**src/rtl/rle_decoder.sv**
```systemverilog
// Run-length decoder: reads {byte,count} pairs (two per 32-bit word) from a single-port
// DPSRAM and writes the expanded byte stream back, packed four bytes per little-endian word.
module rle_decoder #(
   parameter int ADDR_W  = 16,
   parameter int COUNT_W = 8
) (
   input  logic              clk,
   input  logic              nreset,
   input  logic              start,
   input  logic [31:0]       rle_addr,
   input  logic [31:0]       rle_size,
   input  logic [31:0]       out_addr,
   output logic [31:0]       out_size,
   output logic              done,
   output logic              port_A_clk,
   output logic [ADDR_W-1:0] port_A_addr,
   output logic [31:0]       port_A_data_in,
   input  logic [31:0]       port_A_data_out,
   output logic              port_A_we
);

   typedef enum logic [2:0] {
      IDLE    = 3'd0,
      RD_REQ  = 3'd1,
      RD_WAIT = 3'd2,
      EXPAND  = 3'd3,
      WRITE   = 3'd4,
      FLUSH   = 3'd5,
      FIN     = 3'd6
   } state_t;

   state_t             state_r;
   logic [ADDR_W-1:0]  rd_ptr_r;
   logic [ADDR_W-1:0]  wr_ptr_r;
   logic [29:0]        words_left_r;
   logic [31:0]        word_r;
   logic               half_r;
   logic [COUNT_W-1:0] rem_r;
   logic [1:0]         lane_r;
   logic [31:0]        pack_r;
   logic [7:0]         cur_byte_s;
   logic [31:0]        pack_next_s;
   logic               unused_s;

   // Places byte b into lane l of packed word p (lane 0 is the least significant byte).
   function automatic logic [31:0] put_byte(input logic [31:0] p, input logic [1:0] l,
                                            input logic [7:0] b);
      logic [31:0] r;
      r = p;
      case (l)
         2'd0:    r[7:0]   = b;
         2'd1:    r[15:8]  = b;
         2'd2:    r[23:16] = b;
         2'd3:    r[31:24] = b;
         default: r        = p;
      endcase
      return r;
   endfunction

   assign port_A_clk = clk;
   assign unused_s   = ^{1'b0, rle_addr[31:ADDR_W], out_addr[31:ADDR_W], rle_size[1:0], word_r[7:0]};

   // Byte of the pair currently being expanded, and the pack word once it is inserted.
   always_comb begin
      cur_byte_s = 8'd0;
      if (half_r) begin
         cur_byte_s = word_r[31:24];
      end else begin
         cur_byte_s = word_r[15:8];
      end
      pack_next_s = put_byte(pack_r, lane_r, cur_byte_s);
   end

   // Decoder FSM; memory-port outputs are set when entering the state that uses them.
   always_ff @(posedge clk or negedge nreset) begin
      if (!nreset) begin
         state_r        <= IDLE;
         rd_ptr_r       <= '0;
         wr_ptr_r       <= '0;
         words_left_r   <= 30'd0;
         word_r         <= 32'd0;
         half_r         <= 1'b0;
         rem_r          <= '0;
         lane_r         <= 2'd0;
         pack_r         <= 32'd0;
         out_size       <= 32'd0;
         done           <= 1'b0;
         port_A_addr    <= '0;
         port_A_data_in <= 32'd0;
         port_A_we      <= 1'b0;
      end else begin
         case (state_r)
            IDLE: begin
               port_A_we <= 1'b0;
               if (start) begin
                  rd_ptr_r     <= rle_addr[ADDR_W-1:0];
                  wr_ptr_r     <= out_addr[ADDR_W-1:0];
                  words_left_r <= rle_size[31:2];
                  out_size     <= 32'd0;
                  lane_r       <= 2'd0;
                  pack_r       <= 32'd0;
                  done         <= 1'b0;
                  port_A_addr  <= rle_addr[ADDR_W-1:0];
                  if (rle_size == 32'd0) begin
                     state_r <= FIN;
                  end else begin
                     state_r <= RD_REQ;
                  end
               end
            end
            RD_REQ: begin
               port_A_we <= 1'b0;
               state_r   <= RD_WAIT;
            end
            RD_WAIT: begin
               word_r       <= port_A_data_out;
               rd_ptr_r     <= rd_ptr_r + ADDR_W'(4);
               words_left_r <= words_left_r - 30'd1;
               half_r       <= 1'b0;
               rem_r        <= port_A_data_out[COUNT_W-1:0];
               state_r      <= EXPAND;
            end
            EXPAND: begin
               if (rem_r != '0) begin
                  pack_r   <= pack_next_s;
                  rem_r    <= rem_r - COUNT_W'(1);
                  lane_r   <= lane_r + 2'd1;
                  out_size <= out_size + 32'd1;
                  if (lane_r == 2'd3) begin
                     port_A_we      <= 1'b1;
                     port_A_addr    <= wr_ptr_r;
                     port_A_data_in <= pack_next_s;
                     state_r        <= WRITE;
                  end
               end else if (!half_r) begin
                  half_r <= 1'b1;
                  rem_r  <= word_r[16 +: COUNT_W];
               end else if (words_left_r != 30'd0) begin
                  port_A_addr <= rd_ptr_r;
                  state_r     <= RD_REQ;
               end else begin
                  // A partial pack is written zero-padded; an empty one needs no write.
                  port_A_addr <= wr_ptr_r;
                  state_r     <= FLUSH;
                  if (lane_r != 2'd0) begin
                     port_A_we      <= 1'b1;
                     port_A_data_in <= pack_r;
                  end
               end
            end
            WRITE: begin
               port_A_we   <= 1'b0;
               port_A_addr <= rd_ptr_r;
               wr_ptr_r    <= wr_ptr_r + ADDR_W'(4);
               pack_r      <= 32'd0;
               lane_r      <= 2'd0;
               state_r     <= EXPAND;
            end
            FLUSH: begin
               port_A_we   <= 1'b0;
               port_A_addr <= rd_ptr_r;
               state_r     <= FIN;
            end
            FIN: begin
               port_A_we <= 1'b0;
               done      <= 1'b1;
               state_r   <= IDLE;
            end
            default: begin
               port_A_we <= 1'b0;
               state_r   <= IDLE;
            end
         endcase
      end
   end

endmodule

```
**config.mk**
```make
export PLATFORM = sky130hd
export DESIGN_NAME = rle_decoder
export DESIGN_NICKNAME = d
export VERILOG_FILES = /design/src/rtl/rle_decoder.sv
export SDC_FILE = /design/constraint.sdc
export NUM_CORES = 1
export LEC_CHECK = 0
export BUFFER_PORTS_ARGS = -buffer_cell sky130_fd_sc_hd__buf_2
export CAP_MARGIN = 10
export CORE_ASPECT_RATIO = 0.8
export CORE_MARGIN = 8
export CORE_UTILIZATION = 51
export CTS_CLUSTER_DIAMETER = 80
export DETAILED_ROUTE_END_ITERATION = 10
export PLACE_DENSITY_LB_ADDON = 0.08
export SYNTH_ARGS = -nofsm -noshare
export SYNTH_HDL_FRONTEND = slang
export SYNTH_SLANG_ARGS = --single-unit
```
**constraint.sdc**
```tcl
create_clock -name clk -period 2.3 [get_ports clk]
set_input_delay 0.345 -clock clk [delete_from_list [all_inputs] [get_ports clk]]
set_output_delay 0.345 -clock clk [all_outputs]
set_load 0.02 [all_outputs]
```
# Word level (Yosys, flattened, before mapping)
# Index checks and enable logic that the tools add are counted.
# word_totals
register_bits	222
inputBits	131
out_inout_bits	83
word_cells	117
# classes
mux	49
reduce_logical	28
bitwise	1
n_eq_ne	19
add_sub_neg	6
# ops
cell	count
two-way mux 32 bit	8
two-way mux 16 bit	6
case mux 32 bit (3 select lines)	1
case mux 16 bit (2 select lines)	2
case mux 32 bit (2 select lines)	1
case mux 30 bit (2 select lines)	1
two-way mux 8 bit	7
case mux 16 bit (3 select lines)	1
adder 16 x 3 -> 16 bit (second input constant)	2
adder 32 x 1 -> 32 bit (second input constant)	1
logical NOT 32 bit	1
two-way mux 30 bit	1
nonzero test 30 bit	1
subtractor 30 x 1 -> 30 bit (second input constant)	1
two-way mux 3 bit	6
case mux 8 bit (2 select lines)	1
nonzero test 2 bit	8
inequality test 3 bit (second input constant)	5
case mux 3 bit (5 select lines)	1
AND reduction 2 bit	5
AND reduction 5 bit	2
== test 3 bit (second input constant)	3
AND reduction 3 bit	3
inequality test 2 bit (second input constant)	4
18 further kinds	31

# Longest topological paths before layout
# logic_depth
ltp_word	6
depth_mapped	10
mapped_depth_nobuf	7

==> metrics.txt <==
status=complete, no violations; worst hold-check path type=in2reg; worst r2r src=words_left_r[16]; IO Pins=214; fin crit period=2225 ps; Design Area, Final=14480 um^2; Worst Tran Pin Value=724.4 ps; CORE AREA=21500 um^2; largest net degree at the start of global routing=between 70 and 80; clock skew=13.01 ps; combinational power share=0.443; Hold Crit Depth=3; DR WL/cell=18.82 um; synth top area cells=dfrtp_1 48%, nand2_1 6.2%, mux2i_1 5.9%; Setup violations, final=0; CP dominant cell by count=buf_12; Switching Share=0.4167; syn nets=1356; CTS clk-pin slew, worst paths=60 ps; Critical Path RT=between 2000 and 3000 ps; CP max FO=13; Die H=148.1 um; sequential share of power=0.344; clk_lat worst skew=a little over 600 ps; DR pass1 iterations=6; clock tree from TritonCTS=built; DR vias=10530; die area=26810 um^2; Pleak=between 6 and 7 nW; dpl cell area=12880 um^2; Syn Inst Count=1215; CP top delay family=simple AND/OR/NAND/NOR gates; Horiz. Die Dim=181.1 um; HPWL Detailed=23770 um; synthesized area per cell=about 9 um^2; GR Overflow Total=0; final core utilization=0.6733; most instantiated library cell after synthesis=dfrtp_1; drc violations=0; GRT Overall Usage=0.2516; Synth Flop Type=dfrtp_1; Yosys reg bits=214; Hold Path Origin=rle_size[12]; number of synthesis warnings=0; CP endpoint kind=flop; Post-synth EDFFs=0; vias in the first global route=10310; Max Slew Vio Count=0; Total Neg Setup Slack=0 ps; endpoints failing hold=0; critical path type=reg2reg; synth cell count leaders=214 x dfrtp_1, 184 x nand2_1, 90 x o21ai_0; fin nets=1649; Tcrit/Tclk final=0.9676; clock power share=0.213; layout cells sized above 1=0.2302; Initial Util=0.5171; WP data arrival=2720 ps; Detail Route Antenna Nets=0; top-area cell type share of the netlist area=0.4817; port bufs=about 180; Net Switching=0.008053 W; antenna violations before repair=3; Unique masters post-synth=70; Setup crit start kind=flop; drt initial violations=around 980; GP Congestion=between 0.8 and 0.9; sequential fraction of the synthesis area=0.4817; synthesis-to-finish area growth=30.20%; Reg2Reg Depth=8; Max Clk Rate=about 0.45 GHz; number of cell rows=48; crit-path max cell delay=430 ps; Via density=just under 6; Critical R2R Capture=port_A_data_in[5]; Internal Pwr Total=roughly 0.011 W; CP bufs+invs=3; WL final=33930 um; Mapped Area=11120 um^2; Slowest-stage cell, CP=dfrtp_1; Synth area leader=dfrtp_1; CP cell instances=nor4_2 > nand3_2 > nor4_1 > buf_4 > o211ai_4 > buf_12 > buf_12 > mux2i_2; PD cells=1335 nW/um^2; async set or reset register ratio after synthesis=1.000; first-pass GRT wire length=55460 um; Slew HR=0.5033; VDD IR max=0.0006924 V; Hold EP=words_left_r[10]; MaxCap Viol Count=0; Reg2Reg Setup Slack=70 ps
layout by cell type, fill, tap and decap left out, drive strengths merged, types with 16 or more instances in the layout:
cell         Yosys  final
a21oi           61     61
a22oi           18     18
buf             30    269
clkbuf          39     30
dfrtp          214    214
dlygate4sd3      0     65
inv             64     65
mux2i           66     66
nand2          184    184
nand3           65     65
nand4           28     28
nor2            86     86
nor3            19     19
nor4            21     21
o21ai           91     91
o221ai          16     16
or3             19     19
worst reg2reg max path, delay by kind of cell, from the launching register on:
family | cells | cell delay [ps]
flops | 1 | 430
compound gates | 1 | 90
buf+inv | 3 | 480
simple gates | 3 | 930
mux | 1 | 160
sequential cells by signal (all words and copies together) (netlist names):
signal / cells
out_size: 32
pack_r: 32
port_A_data_in: 32
words_left_r: 30
word_r: 24
port_A_addr: 16
rd_ptr_r: 16
wr_ptr_r: 16
rem_r: 8
state_r: 3
lane_r: 2
done: 1
half_r: 1
port_A_we: 1
routing by layer:
layer | GRT usage | vias to the layer above | wire (um)
li1 | - | 4978 | -
met1 | 0.3824 | 5116 | 16320
met2 | 0.3617 | 394 | 14400
met3 | 0.04998 | 38 | 2632
met4 | 0.06097 | 0 | 580
met5 | 0 | - | 0
through the flow:
| step | total power [W] | cells | setup slack (ps) | hold slack [ps] |
|---|---|---|---|---|
| floorplan | 0.01176 | 1215 | 81.68 | 49.41 |
| global placement | 0.01471 | 1688 | 41.35 | 366.9 |
| detailed placement | 0.01492 | 1688 | -34.10 | 372.0 |
| CTS | 0.01922 | 1800 | 27.63 | 0.9938 |
| global route | 0.02065 | 1803 | -49.95 | 15.60 |
| finish | 0.01933 | 1803 | 74.62 | 14.38 |
how the worst max path moves through the flow:
stage | from | end | depth (start not counted)
floorplan | rem_r[0] | out_size[28] | 9
global placement | rem_r[1] | port_A_data_in[13] | 7
CTS | rem_r[1] | out_size[24] | 8
finish | words_left_r[16] | port_A_data_in[5] | 8
global route | state_r[1] | rd_ptr_r[13] | 8
detailed placement | rem_r[1] | port_A_data_in[5] | 7
logic make-up (layout without fill, tap and decap cells):
| family | Yosys count | in the layout | synth area share |
|---|---|---|---|
| AO/OA/AOI/OAI | 292 | 292 | 0.1721 |
| XOR/XNOR | 19 | 19 | 0.01497 |
| adder cells (fa/ha/maj) | 10 | 10 | 0.01125 |
| buffers and inverters | 134 | 444 | 0.04974 |
| flip-flops | 214 | 214 | 0.4817 |
| multiplexers | 74 | 74 | 0.06752 |
| other | 0 | 3 | 0 |
| AND/OR/NAND/NOR | 472 | 472 | 0.2028 |
layout make-up:
| class | count | area [um^2] |
|---|---|---|
| Sequential cell | 214 | 5355 |
| Multi-Input combinational cell | 867 | 5300 |
| Antenna cell | 3 | 7.507 |
| Clock inverter | 15 | 158.9 |
| Timing Repair Buffer | 333 | 2372 |
| Inverter | 65 | 247.7 |
| Fill cell | 1750 | 7024 |
| Tap cell | 275 | 344.1 |
| Clock buffer | 31 | 690.7 |
power by group through the flow:
stage               sequential (W)  combinational [W]   clock, W
floorplan                  0.00679            0.00492  0.0000508
global placement           0.00657            0.00810  0.0000406
detailed placement         0.00660            0.00828  0.0000406
CTS                        0.00658            0.00847    0.00418
global route               0.00685            0.00946    0.00433
finish                     0.00664            0.00857    0.00411
repair_timing:
item / CTS / global route
gates resized for setup: 0 / 13
hold endpoints to repair: 132 / 0
buffers inserted: 2 / 0
cloned: 0 / 0
pin swaps: 1 / 0
endpoints found under the setup margin: 12 / 63
hold buffers: 65 / 0
(Power assumes the default switching activity.)
